$ cat config.mk
export PLATFORM = sky130hd
export DESIGN_NAME = div_seq
export DESIGN_NICKNAME = d
export VERILOG_FILES = /design/src/rtl/div_seq.sv
export SDC_FILE = /design/constraint.sdc
export NUM_CORES = 1
export LEC_CHECK = 0
export BUFFER_PORTS_ARGS = -buffer_cell sky130_fd_sc_hd__clkbuf_2
export CAP_MARGIN = 20
export CELL_PAD_IN_SITES_DETAIL_PLACEMENT = 1
export CELL_PAD_IN_SITES_GLOBAL_PLACEMENT = 1
export CORE_AREA = 2 2 193 195
export DETAILED_ROUTE_END_ITERATION = 7
export DIE_AREA = 0 0 195 197
export PLACE_DENSITY = 0.74
export SLEW_MARGIN = 20
export SYNTH_ARGS = -nofsm -noshare
export SYNTH_HDL_FRONTEND = slang
export SYNTH_SLANG_ARGS = --single-unit
$ cat constraint.sdc
create_clock -name clk -period 5.5 [get_ports clk]
set_input_delay 0.825 -clock clk [delete_from_list [all_inputs] [get_ports clk]]
set_output_delay 0.825 -clock clk [all_outputs]
set_load 0.01 [all_outputs]
$ cat src/rtl/div_seq.sv
// Iterative restoring signed/unsigned divider, RADIX_BITS quotient bits per ITER cycle.
// Latency WIDTH/RADIX_BITS+2 edges after acceptance (2 on zero divisor); optional abort via DIV_SEQ_ABORT_EN.
module div_seq #(
  parameter int WIDTH      = 32,
  parameter int RADIX_BITS = 1
) (
  input  logic             clk,
  input  logic             clr_n,
  input  logic             start,
  input  logic             is_signed,
  input  logic [WIDTH-1:0] dividend,
  input  logic [WIDTH-1:0] divisor,
`ifdef DIV_SEQ_ABORT_EN
  input  logic             abort,
`endif
  output logic             ready,
  output logic             done,
  output logic [WIDTH-1:0] quotient,
  output logic [WIDTH-1:0] remainder,
  output logic             div_zero,
  output logic             overflow
);

  localparam int STEPS = WIDTH / RADIX_BITS;
  localparam int CW    = $clog2(STEPS + 1);

  typedef enum logic [1:0] {IDLE, PREP, ITER, FIX} state_t;

  state_t           state, state_d;
  logic [WIDTH-1:0] op_a, op_b;
  logic             op_sgn;
  logic [WIDTH-1:0] wrk, wrk_s;
  logic [WIDTH-1:0] dvs_mag;
  logic [WIDTH:0]   rem, rem_s;
  logic             sign_q, sign_r;
  logic [CW-1:0]    cnt;

  logic             abort_hit;
  logic [WIDTH-1:0] a_mag, b_mag, q_fix, r_fix;
  logic             dz, ovf;

`ifdef DIV_SEQ_ABORT_EN
  assign abort_hit = abort && (state == PREP || state == ITER);
`else
  assign abort_hit = 1'b0;
`endif

  assign ready = (state == IDLE);
  assign a_mag = (op_sgn && op_a[WIDTH-1]) ? -op_a : op_a;
  assign b_mag = (op_sgn && op_b[WIDTH-1]) ? -op_b : op_b;
  assign dz    = (op_b == '0);
  assign ovf   = op_sgn && (op_a == {1'b1, {(WIDTH-1){1'b0}}}) && (op_b == '1);
  assign q_fix = sign_q ? -wrk : wrk;
  assign r_fix = sign_r ? -rem[WIDTH-1:0] : rem[WIDTH-1:0];

  always_ff @(posedge clk or negedge clr_n) begin
    if (!clr_n) state <= IDLE;
    else        state <= state_d;
  end

  always_comb begin
    state_d = state;
    case (state)
      IDLE: if (start) state_d = PREP;
      PREP: begin
        if (abort_hit) state_d = IDLE;
        else if (dz)   state_d = FIX;
        else           state_d = ITER;
      end
      ITER: begin
        if (abort_hit)                       state_d = IDLE;
        else if (cnt == CW'(STEPS - 1))      state_d = FIX;
      end
      FIX:     state_d = IDLE;
      default: state_d = IDLE;
    endcase
  end

  // The working register shifts dividend bits out the top and quotient bits in at the bottom.
  always_comb begin
    rem_s = rem;
    wrk_s = wrk;
    for (int i = 0; i < RADIX_BITS; i++) begin
      rem_s = {rem_s[WIDTH-1:0], wrk_s[WIDTH-1]};
      wrk_s = {wrk_s[WIDTH-2:0], 1'b0};
      if (rem_s >= {1'b0, dvs_mag}) begin
        rem_s    = rem_s - {1'b0, dvs_mag};
        wrk_s[0] = 1'b1;
      end
    end
  end

  always_ff @(posedge clk or negedge clr_n) begin
    if (!clr_n) begin
      op_a      <= '0;
      op_b      <= '0;
      op_sgn    <= 1'b0;
      wrk       <= '0;
      dvs_mag   <= '0;
      rem       <= '0;
      sign_q    <= 1'b0;
      sign_r    <= 1'b0;
      cnt       <= '0;
      done      <= 1'b0;
      quotient  <= '0;
      remainder <= '0;
      div_zero  <= 1'b0;
      overflow  <= 1'b0;
    end else begin
      done <= 1'b0;
      case (state)
        IDLE: begin
          if (start) begin
            op_a   <= dividend;
            op_b   <= divisor;
            op_sgn <= is_signed;
          end
        end
        PREP: begin
          wrk     <= a_mag;
          dvs_mag <= b_mag;
          rem     <= '0;
          cnt     <= '0;
          sign_q  <= op_sgn && (op_a[WIDTH-1] ^ op_b[WIDTH-1]);
          sign_r  <= op_sgn && op_a[WIDTH-1];
        end
        ITER: begin
          wrk <= wrk_s;
          rem <= rem_s;
          cnt <= cnt + CW'(1);
        end
        FIX: begin
          done     <= 1'b1;
          div_zero <= dz;
          overflow <= ovf;
          // MIN / -1 already yields MIN with zero remainder from the magnitude path.
          if (dz) begin
            quotient  <= '0;
            remainder <= op_a;
          end else begin
            quotient  <= q_fix;
            remainder <= r_fix;
          end
        end
        default: ;
      endcase
    end
  end

endmodule

# Yosys cells after proc, flatten, opt, wreduce, memory -nomap -nowiden
# Index checks and enable logic that the tools add are counted.
# op_classes
n_addsub	6
n_mul	0
n_lt_le_gt_ge	1
n_reduce_logical	10
n_eq_ne	8
shifts	0
n_mux	16
div_mod_pow	0
bitwise_logic	1
# ops
cell	n
$mux 32	7
$neg 32->32	4
$pmux 32 s2	2
$eq 32x32->1 const B	2
$ge 33x32->1	1
$logic_not 32->1	1
$sub 32x32->32	1
$pmux 6 s2	1
$pmux 2 s4	1
$add 6x1->6 const B	1
$eq 6x5->1 const B	1
$logic_and 1x1->1	5
$eq 2x2->1 const B	2
$mux 2	2
$ne 2x2->1 const B	2
$reduce_and 2->1	2
$mux 1	3
$eq 2x1->1 const B	1
$logic_not 2->1	1
$reduce_bool 2->1	1
$xor 1x1->1	1
# totals
input_bits	68
mem_bits_ro	0
wordCells	57
latchBits	0
ram_bits	0
mem_count	0
ff_bits	238

# Logic depth before layout (Yosys ltp)
# Gate-level depths: netlist of run 1.
# depth
ltp_word	3
depth_mapped	13
mapped_depth_nobuf	13

# Least setup slack after synthesis of run 1
# No wires, ideal clock.
# synth_timing
path_kind	register -> register
startpoint	register rem[0]
endpoint	register rem[13]
path_buffers	1
path_slack_ps	2668
synth_period_minus_slack_ps	2832
stages_incl_launch_ff	12
setup_time_ps	141
arrival_ps	2691
path_cell_list	dfrtp_1 > ha_1 > nor2b_1 > o31a_1 > o41ai_4 > o21a_2 > a31o_4 > o21ai_2 > a31oi_4 > buf_4 > mux2i_1 > o22ai_1
# synth_via
elab_chain_cells	3
elab_cells_between_ends	4
cone_classes	1 x add/sub; 1 x order compare; 2 x mux
# synth_lines
item	line	text
from (decl)	34	logic [WIDTH:0] rem, rem_s;
from (signal assigned)	129	rem <= rem_s;
$sub 32x32->32 or $ge 33x32->1 (tied branches)	87, 86	
$mux 32 *	86	if (rem_s >= {1'b0, dvs_mag}) begin
$pmux 32 s2 *	111	case (state)
# Mark *: on every way between the ends. The rest lies on a longest branch, timed or not.
# A chain may end at the register's enable or synchronous reset.

# Worst setup path after layout of run 1
# layout_timing
startpoint	register rem[0]
endpoint	register rem[0]
# layout_via
elab_chain_cells	3
# layout_lines
item	line
$ge 33x32->1	86
$mux 32	86
$pmux 32 s2	111
# Every way passes these cells.

==> load_flow_metrics.sql, run 1 <==
INSERT INTO impl_metrics (metric_group, metric, value, unit) VALUES
('global_route', 'antenna_found_initial', '0', ''),
('setup_path', 'worst-r2r-setup-slack', '1.74', 'ns'),
('outcome', 'run_status', 'finished clean', ''),
('clock_tree', 'cts_buffer_depth', '3', ''),
('drt', 'drt-pass1-iter-count', '4', ''),
('synthesis', 'avgSynthCellArea', '9.32', 'sq um'),
('synthesis', 'synthesis.nets', '1648', ''),
('layout', 'nets', '1743', ''),
('setup_path', 'path_buf_inv', '1', ''),
('global_route', 'globalRoute.totalOverflow', '0', ''),
('global_route', 'grt_busiest_layer', 'met2', ''),
('sta', 'slew_headroom', '0.321', ''),
('drt', 'drc', '0', ''),
('setup_path', 'cp_num_cells', '11', ''),
('clock_tree', 'tritoncts', 'done', ''),
('die', 'floorplan.die.height', '197', 'microns'),
('die', 'design.core.area', '0.0363', 'sq mm'),
('worst_hold_path', 'min-delay-path-class', 'input pin to asynchronous set/reset pin', ''),
('clock_tree', 'cts_hold_repair.buffers', '0', ''),
('die', 'pin_count', '136', ''),
('sta', 'min_period_over_period', '0.683', ''),
('setup_path', 'path_max_fanout', '20', ''),
('die', 'rows', '70', ''),
('sta', 'finalSetupTns', '0', 'ns'),
('layout', 'filler_cell_count', '4170', ''),
('setup_path', 'max_stage_delay', '0.60', 'ns'),
('global_route', 'groute.layer.met3.usage', '0.0335', ''),
('setup_path', 'cp.arrival', '4.23', 'ns'),
('setup_path', 'worstPathCellList', 'ha_1 > nor2b_1 > o31a_1 > o41ai_4 > o21a_2 > a31o_4 > o21ai_2 > a31oi_4 > buf_4 > mux2_2 > o22ai_1', ''),
('drt', 'via_per_inst', '5.47', ''),
('drt', 'detail_route.iter0.violations', '577', ''),
('clock_tree', 'ctsRootBufferMaster', 'sky130_fd_sc_hd__clkbuf_16', ''),
('synthesis', 'synthDistinctLibCells', '70', ''),
('global_route', 'global_routing_met2_resource_utilization', '0.354', ''),
('sta', 'timing_hold_violations_final', '0', ''),
('drt', 'routed_wire_length_per_instance', '19.3', 'microns'),
('layout', 'final_util', '0.452', ''),
('die', 'die_w', '195', 'microns'),
('layout', 'layout_cells_sized_above_1', '0.194', ''),
('sta', 'fmax', '266', 'MHz'),
('sta', 'worst-slew-pin-transition', '1.02', 'ns'),
('drt', 'antenna_left', '0', ''),
('sta', 'setup_failing_eps_final', '0', ''),
('global_route', 'grt_pass1_vias', '11989', ''),
('placed_design', 'post-dp-hpwl', '30.2', 'mm'),
('placed_design', 'place_area', '0.0154', 'sq mm'),
('global_route', 'grt_pass1_wl', '66.6', 'mm'),
('layout', 'most-common-layout-cells', '238 x sky130_fd_sc_hd__dfrtp_1, 144 x sky130_fd_sc_hd__o21ai_0, 134 x sky130_fd_sc_hd__clkbuf_2', ''),
('setup_path', 'critical-path-slowest-cell', 'sky130_fd_sc_hd__a31oi_4', ''),
('power_and_ir_drop', 'ir_drop', '0.366', 'mV'),
('die', 'initial_core_util', '0.395', ''),
('placed_design', 'instance_count_after_placement_with_tap_cells_included', '2069', ''),
('layout', 'most_common_cell_after_layout_fill_and_taps_aside', 'sky130_fd_sc_hd__dfrtp_1', ''),
('die', 'die_area', '0.0384', 'sq mm'),
('run', 'drv_cap', '0', ''),
('clock_tree', 'cts_buffers', '29', ''),
('setup_path', 'worstSetupEndpointType', 'flip-flop', ''),
('synthesis', 'synth_flop_cell', 'sky130_fd_sc_hd__dfrtp_1', ''),
('setup_path', 'worst_setup_path_start_kind', 'flip-flop', ''),
('layout', 'synthToLayoutAreaGrowth', '14.5', '%'),
('sta', 'layout_min_cycle_time', '3.76', 'ns'),
('setup_path', 'worstRegToRegCells', '11', ''),
('sta', 'rsz0062_at_grt', 'no', ''),
('setup_path', 'critical-path-top-delay-family', 'compound AO/OA/AOI/OAI gates', ''),
('placed_design', 'port-buffer-count', '135', ''),
('placed_design', 'weighted_congestion_reported_at_the_end_of_routability_driven_placement', '0.879', ''),
('synthesis', 'ys_seq_area_frac', '0.416', ''),
('synthesis', 'syn_inst', '1537', ''),
('synthesis', 'synth.cell_area', '0.0143', 'sq mm'),
('global_route', 'grt.total_usage', '0.215', ''),
('setup_path', 'timing_worst_setup_path_type', 'flip-flop to flip-flop', '');
==> worst reg2reg max path, stage by stage, from the launching register on <==
cell,delay [ns]
sky130_fd_sc_hd__dfrtp_1,0.44
sky130_fd_sc_hd__ha_1,0.31
sky130_fd_sc_hd__nor2b_1,0.15
sky130_fd_sc_hd__o31a_1,0.30
sky130_fd_sc_hd__o41ai_4,0.42
sky130_fd_sc_hd__o21a_2,0.23
sky130_fd_sc_hd__a31o_4,0.19
sky130_fd_sc_hd__o21ai_2,0.10
sky130_fd_sc_hd__a31oi_4,0.60
sky130_fd_sc_hd__buf_4,0.42
sky130_fd_sc_hd__mux2_2,0.38
sky130_fd_sc_hd__o22ai_1,0.14
==> cells by family (layout without fill, tap and decap cells) <==
family / count (synthesis) / in the layout / synth area share
buf+inv: 199 / 316 / 0.0547
simple gates: 382 / 382 / 0.130
flops: 238 / 238 / 0.416
mux: 131 / 131 / 0.101
fa+ha+maj: 43 / 43 / 0.0381
other cells: 0 / 1 / 0
xor+xnor: 143 / 143 / 0.0874
compound gates: 401 / 401 / 0.173
==> cell usage after synthesis (all sizes together), types with 6 or more instances <==
cell type  instances  area [sq um]
a21oi            102           514
o22ai             25           156
nand2            100           378
buf               15          92.6
o21ai            145           729
or3               16           100
inv              118           443
o21bai             6          45.0
mux2             103          1160
a31oi             10          77.6
xnor2             98           858
xor2              45           394
o41ai             15           158
or2                6          37.5
mux2i             28           280
dfrtp            238          5960
a211oi             7          52.6
ha                42           526
nand3             54           270
o2bb2ai           15           131
nand2b             8          50.1
clkbuf            66           248
and3               6          37.5
nor2b             10          62.6
o221ai             7          61.3
nor2             105           397
nand4             26           163
a21o              12          90.1
or4               10          78.8
o31ai             26           195
nor3              17          85.1
nor4              11          81.3
==> final timing paths <==
check | to | from
worst min-delay path | quotient[25]$_DFFE_PN0P_ | clr_n
max in group asynchronous | cnt[2]$_DFFE_PN0P_ | clr_n
worst max register to register | rem[0]$_DFFE_PN0P_ | rem[0]$_DFFE_PN0P_
worst max-delay path | rem[0]$_DFFE_PN0P_ | rem[0]$_DFFE_PN0P_
min in group clk | op_b[28]$_DFFE_PN0P_ | divisor[28]
worst min register to register | cnt[0]$_DFFE_PN0P_ | cnt[0]$_DFFE_PN0P_
==> per-layer routing <==
layer	routed length [microns]	up-vias
met5	0	-
met4	1080	0
met3	1680	65
met2	19100	215
met1	19200	5726
li1	-	5609
==> cell type report <==
class | instances | share of cell area
multi-input cells | 1100 | 0.464
flip-flops and latches | 238 | 0.363
clock buffers | 37 | 0.0485
repair buffers | 145 | 0.0479
well taps | 468 | 0.0357
inverters | 118 | 0.0270
clock inverters | 16 | 0.0137
diodes | 1 | 0.000153
==> stage by stage <==
stage          setup slack, ns  total power, mW
2_1_floorplan             2.67             6.50
3_3_place_gp              1.89             7.75
3_5_place_dp              1.80             7.93
4_1_cts                   1.73             10.1
5_1_grt                   1.55             10.8
6_report                  1.74             9.96
==> state kept, by name, summed over array words and instances, names as in the netlist, 2 cells and up <==
register / cells
state: 2
quotient: 32
dvs_mag: 32
wrk: 32
remainder: 32
cnt: 6
op_a: 32
rem: 32
op_b: 32
==> where the power goes <==
| part | switching [mW] | internal (mW) | total (mW) |
|---|---|---|---|
| registers | 0.916 | 2.50 | 3.42 |
| clock network | 0.795 | 1.26 | 2.05 |
| logic | 2.56 | 1.93 | 4.49 |
Note: power is estimated with default switching activity, not from simulation.
==> run 2, diff against run 1 <==
PLACE_DENSITY = 0.77   (was 0.74)
clock period = 3.4 ns   (was 5.5 ns; I/O delays follow)
==> load_flow_metrics.sql, run 2 (same netlist as run 1, synthesis figures left out) <==
INSERT INTO impl_metrics (metric_group, metric, value, unit) VALUES
('sta', 'slew_headroom', '0.392', ''),
('layout', 'filler_cell_count', '4190', ''),
('clock_tree', 'cts_buffers', '29', ''),
('drt', 'antenna_left', '0', ''),
('drt', 'totalWireLength', '42.1', 'mm'),
('sta', 'finalSetupTns', '0', 'ns'),
('clock_tree', 'ctsRootBufferMaster', 'sky130_fd_sc_hd__clkbuf_16', ''),
('die', 'design.core.area', '0.0363', 'sq mm'),
('global_route', 'grt.total_usage', '0.220', ''),
('sta', 'layout_min_cycle_time', '3.22', 'ns'),
('sta', 'worst-slew-pin-transition', '0.912', 'ns'),
('placed_design', 'instance_count_after_placement_with_tap_cells_included', '2095', ''),
('layout', 'most_common_cell_after_layout_fill_and_taps_aside', 'sky130_fd_sc_hd__dfrtp_1', ''),
('clock_tree', 'tritoncts', 'done', ''),
('layout', 'synthToLayoutAreaGrowth', '16.8', '%'),
('layout', 'nets', '1773', ''),
('setup_path', 'worstRegToRegCells', '12', ''),
('drt', 'dr_total_vias', '11872', ''),
('placed_design', 'post-dp-hpwl', '30.9', 'mm'),
('clock_tree', 'cts_buffer_depth', '3', ''),
('global_route', 'globalRoute.totalOverflow', '0', ''),
('layout', 'n_antenna_cell', '0', ''),
('sta', 'fmax', '311', 'MHz'),
('global_route', 'grt_pass1_wl', '68.3', 'mm'),
('drt', 'routed_wire_length_per_instance', '19.5', 'microns'),
('power_and_ir_drop', 'ir_drop', '0.649', 'mV'),
('drt', 'drt-pass1-iter-count', '4', ''),
('sta', 'timing_hold_violations_final', '0', ''),
('sta', 'finClkSkew', '0.0222', 'ns'),
('drt', 'via_per_inst', '5.51', ''),
('sta', 'final-max-slew-violation-count', '0', ''),
('die', 'initial_core_util', '0.395', ''),
('power_and_ir_drop', 'power_per_unit_of_standard_cell_area', '978', 'mW/mm^2'),
('die', 'floorplan.die.height', '197', 'microns'),
('layout', 'layout_cells_sized_above_1', '0.210', ''),
('die', 'rows', '70', ''),
('sta', 'min_period_over_period', '0.946', ''),
('layout', 'most-common-layout-cells', '238 x sky130_fd_sc_hd__dfrtp_1, 144 x sky130_fd_sc_hd__o21ai_0, 134 x sky130_fd_sc_hd__clkbuf_2', ''),
('placed_design', 'weighted_congestion_reported_at_the_end_of_routability_driven_placement', '0.923', ''),
('run', 'drv_cap', '0', ''),
('setup_path', 'timing_worst_setup_path_type', 'flip-flop to flip-flop', ''),
('clock_tree', 'clock_latency', '0.59', 'ns'),
('power_and_ir_drop', 'total_power', '16.4', 'mW'),
('clock_tree', 'h-tree-depth', '1', ''),
('placed_design', 'port-buffer-count', '135', ''),
('die', 'die_w', '195', 'microns'),
('worst_hold_path', 'min-delay-path-class', 'input pin to flip-flop', ''),
('clock_tree', 'path_clk_slew', '0.06', 'ns'),
('outcome', 'run_status', 'finished clean', ''),
('global_route', 'antenna_found_initial', '0', ''),
('clock_tree', 'clock_sink_count', '238', ''),
('setup_path', 'timing.critical_path.required', '3.82', 'ns'),
('setup_path', 'path_max_fanout', '10', ''),
('worst_hold_path', 'hold_depth', '2', ''),
('setup_path', 'worst_setup_path_start_kind', 'flip-flop', ''),
('layout', 'final_cells', '2153', ''),
('setup_path', 'cp.arrival', '3.64', 'ns'),
('die', 'pin_count', '136', ''),
('global_route', 'grt_pass1_vias', '12382', ''),
('global_route', 'maximum_number_of_pins_on_one_net_before_global_route_repair', '90', ''),
('drt', 'drc', '0', ''),
('setup_path', 'worstSetupEndpointType', 'flip-flop', ''),
('sta', 'setup_failing_eps_final', '0', ''),
('drt', 'detail_route.iter0.violations', '600', ''),
('die', 'die_area', '0.0384', 'sq mm'),
('sta', 'rsz0062_at_grt', 'no', ''),
('power_and_ir_drop', 'cellLeakagePower', '7.53', 'nW');
## run 2: cell count changes in the layout (fill, tap and decap cells not counted), sizes merged
| cell | delta |
|---|---|
| clkinv | +5 |
| inv | -1 |
| dlygate4sd3 | +1 |
| clkbuf | -1 |
| diode | -1 |
| clkinvlp | -2 |
| buf | +29 |
## run 2: area by class of cell
class | count | area, sq um | area share
multi-input combinational | 1100 | 7610 | 0.455
sequential | 238 | 5960 | 0.356
timing repair buffer | 175 | 1090 | 0.0651
clock buffer | 36 | 802 | 0.0479
tap | 468 | 586 | 0.0350
inverter | 118 | 443 | 0.0265
clock inverter | 18 | 243 | 0.0145
## run 2: through the flow
step | setup slack (ns) | area (sq um) | utilization | hold WS [ns]
final | 0.185 | 16700 | 0.461 | 0.152
after detailed placement | 0.0649 | 15600 | 0.431 | 0.502
after global placement | 0.196 | 15600 | 0.431 | 0.489
after floorplan | 0.568 | 14300 | - | 0.214
after global routing | 0.00575 | 16700 | 0.461 | 0.139
after CTS | 0.0254 | 16700 | 0.460 | 0.137
## run 2: where the power goes
part | leakage (nW) | internal (mW) | switching [mW] | total (mW)
sequential | 2.96 | 4.05 | 1.47 | 5.51
combinational | 4.05 | 3.23 | 4.25 | 7.48
clock | 0.516 | 2.06 | 1.31 | 3.37
## run 2: what timing repair did
| action | 4_1_cts | 5_1_grt |
|---|---|---|
| hold buffers | 1 | 0 |
| endpoints found under the setup margin | 0 | 48 |
| buffers inserted | 0 | 3 |
| endpoints found under the hold margin | 49 | 0 |
| gates resized for setup | 0 | 2 |
## run 2: per-layer routing
layer,up-vias,GRT usage,routed length [microns]
met1,5865,0.299,19500
met4,0,0.0710,1280
met2,239,0.363,19600
met3,74,0.0308,1650
li1,5694,-,-
met5,-,0,0
## run 2: critical path, cell delays in order, from the launching register on
cell                      delay [ns]
sky130_fd_sc_hd__dfrtp_1        0.45
sky130_fd_sc_hd__ha_1           0.33
sky130_fd_sc_hd__nor2b_1        0.16
sky130_fd_sc_hd__o31a_1         0.29
sky130_fd_sc_hd__o41ai_4        0.41
sky130_fd_sc_hd__o21a_2         0.22
sky130_fd_sc_hd__a31o_4         0.20
sky130_fd_sc_hd__o21ai_2        0.10
sky130_fd_sc_hd__a31oi_4        0.23
sky130_fd_sc_hd__buf_12         0.16
sky130_fd_sc_hd__buf_12         0.14
sky130_fd_sc_hd__mux2i_1        0.25
sky130_fd_sc_hd__o22ai_1        0.11
## run 2: final timing paths
kind,startpoint,endpoint,slack (ns)
max,rem[0]$_DFFE_PN0P_,rem[9]$_DFFE_PN0P_,0.18
min,dividend[26],op_a[26]$_DFFE_PN0P_,0.15
max reg2reg,rem[0]$_DFFE_PN0P_,rem[9]$_DFFE_PN0P_,0.18
min reg2reg,remainder[16]$_DFFE_PN0P_,remainder[16]$_DFFE_PN0P_,0.51
max in group asynchronous,clr_n,op_b[6]$_DFFE_PN0P_,1.89
min in group asynchronous,clr_n,quotient[25]$_DFFE_PN0P_,0.54
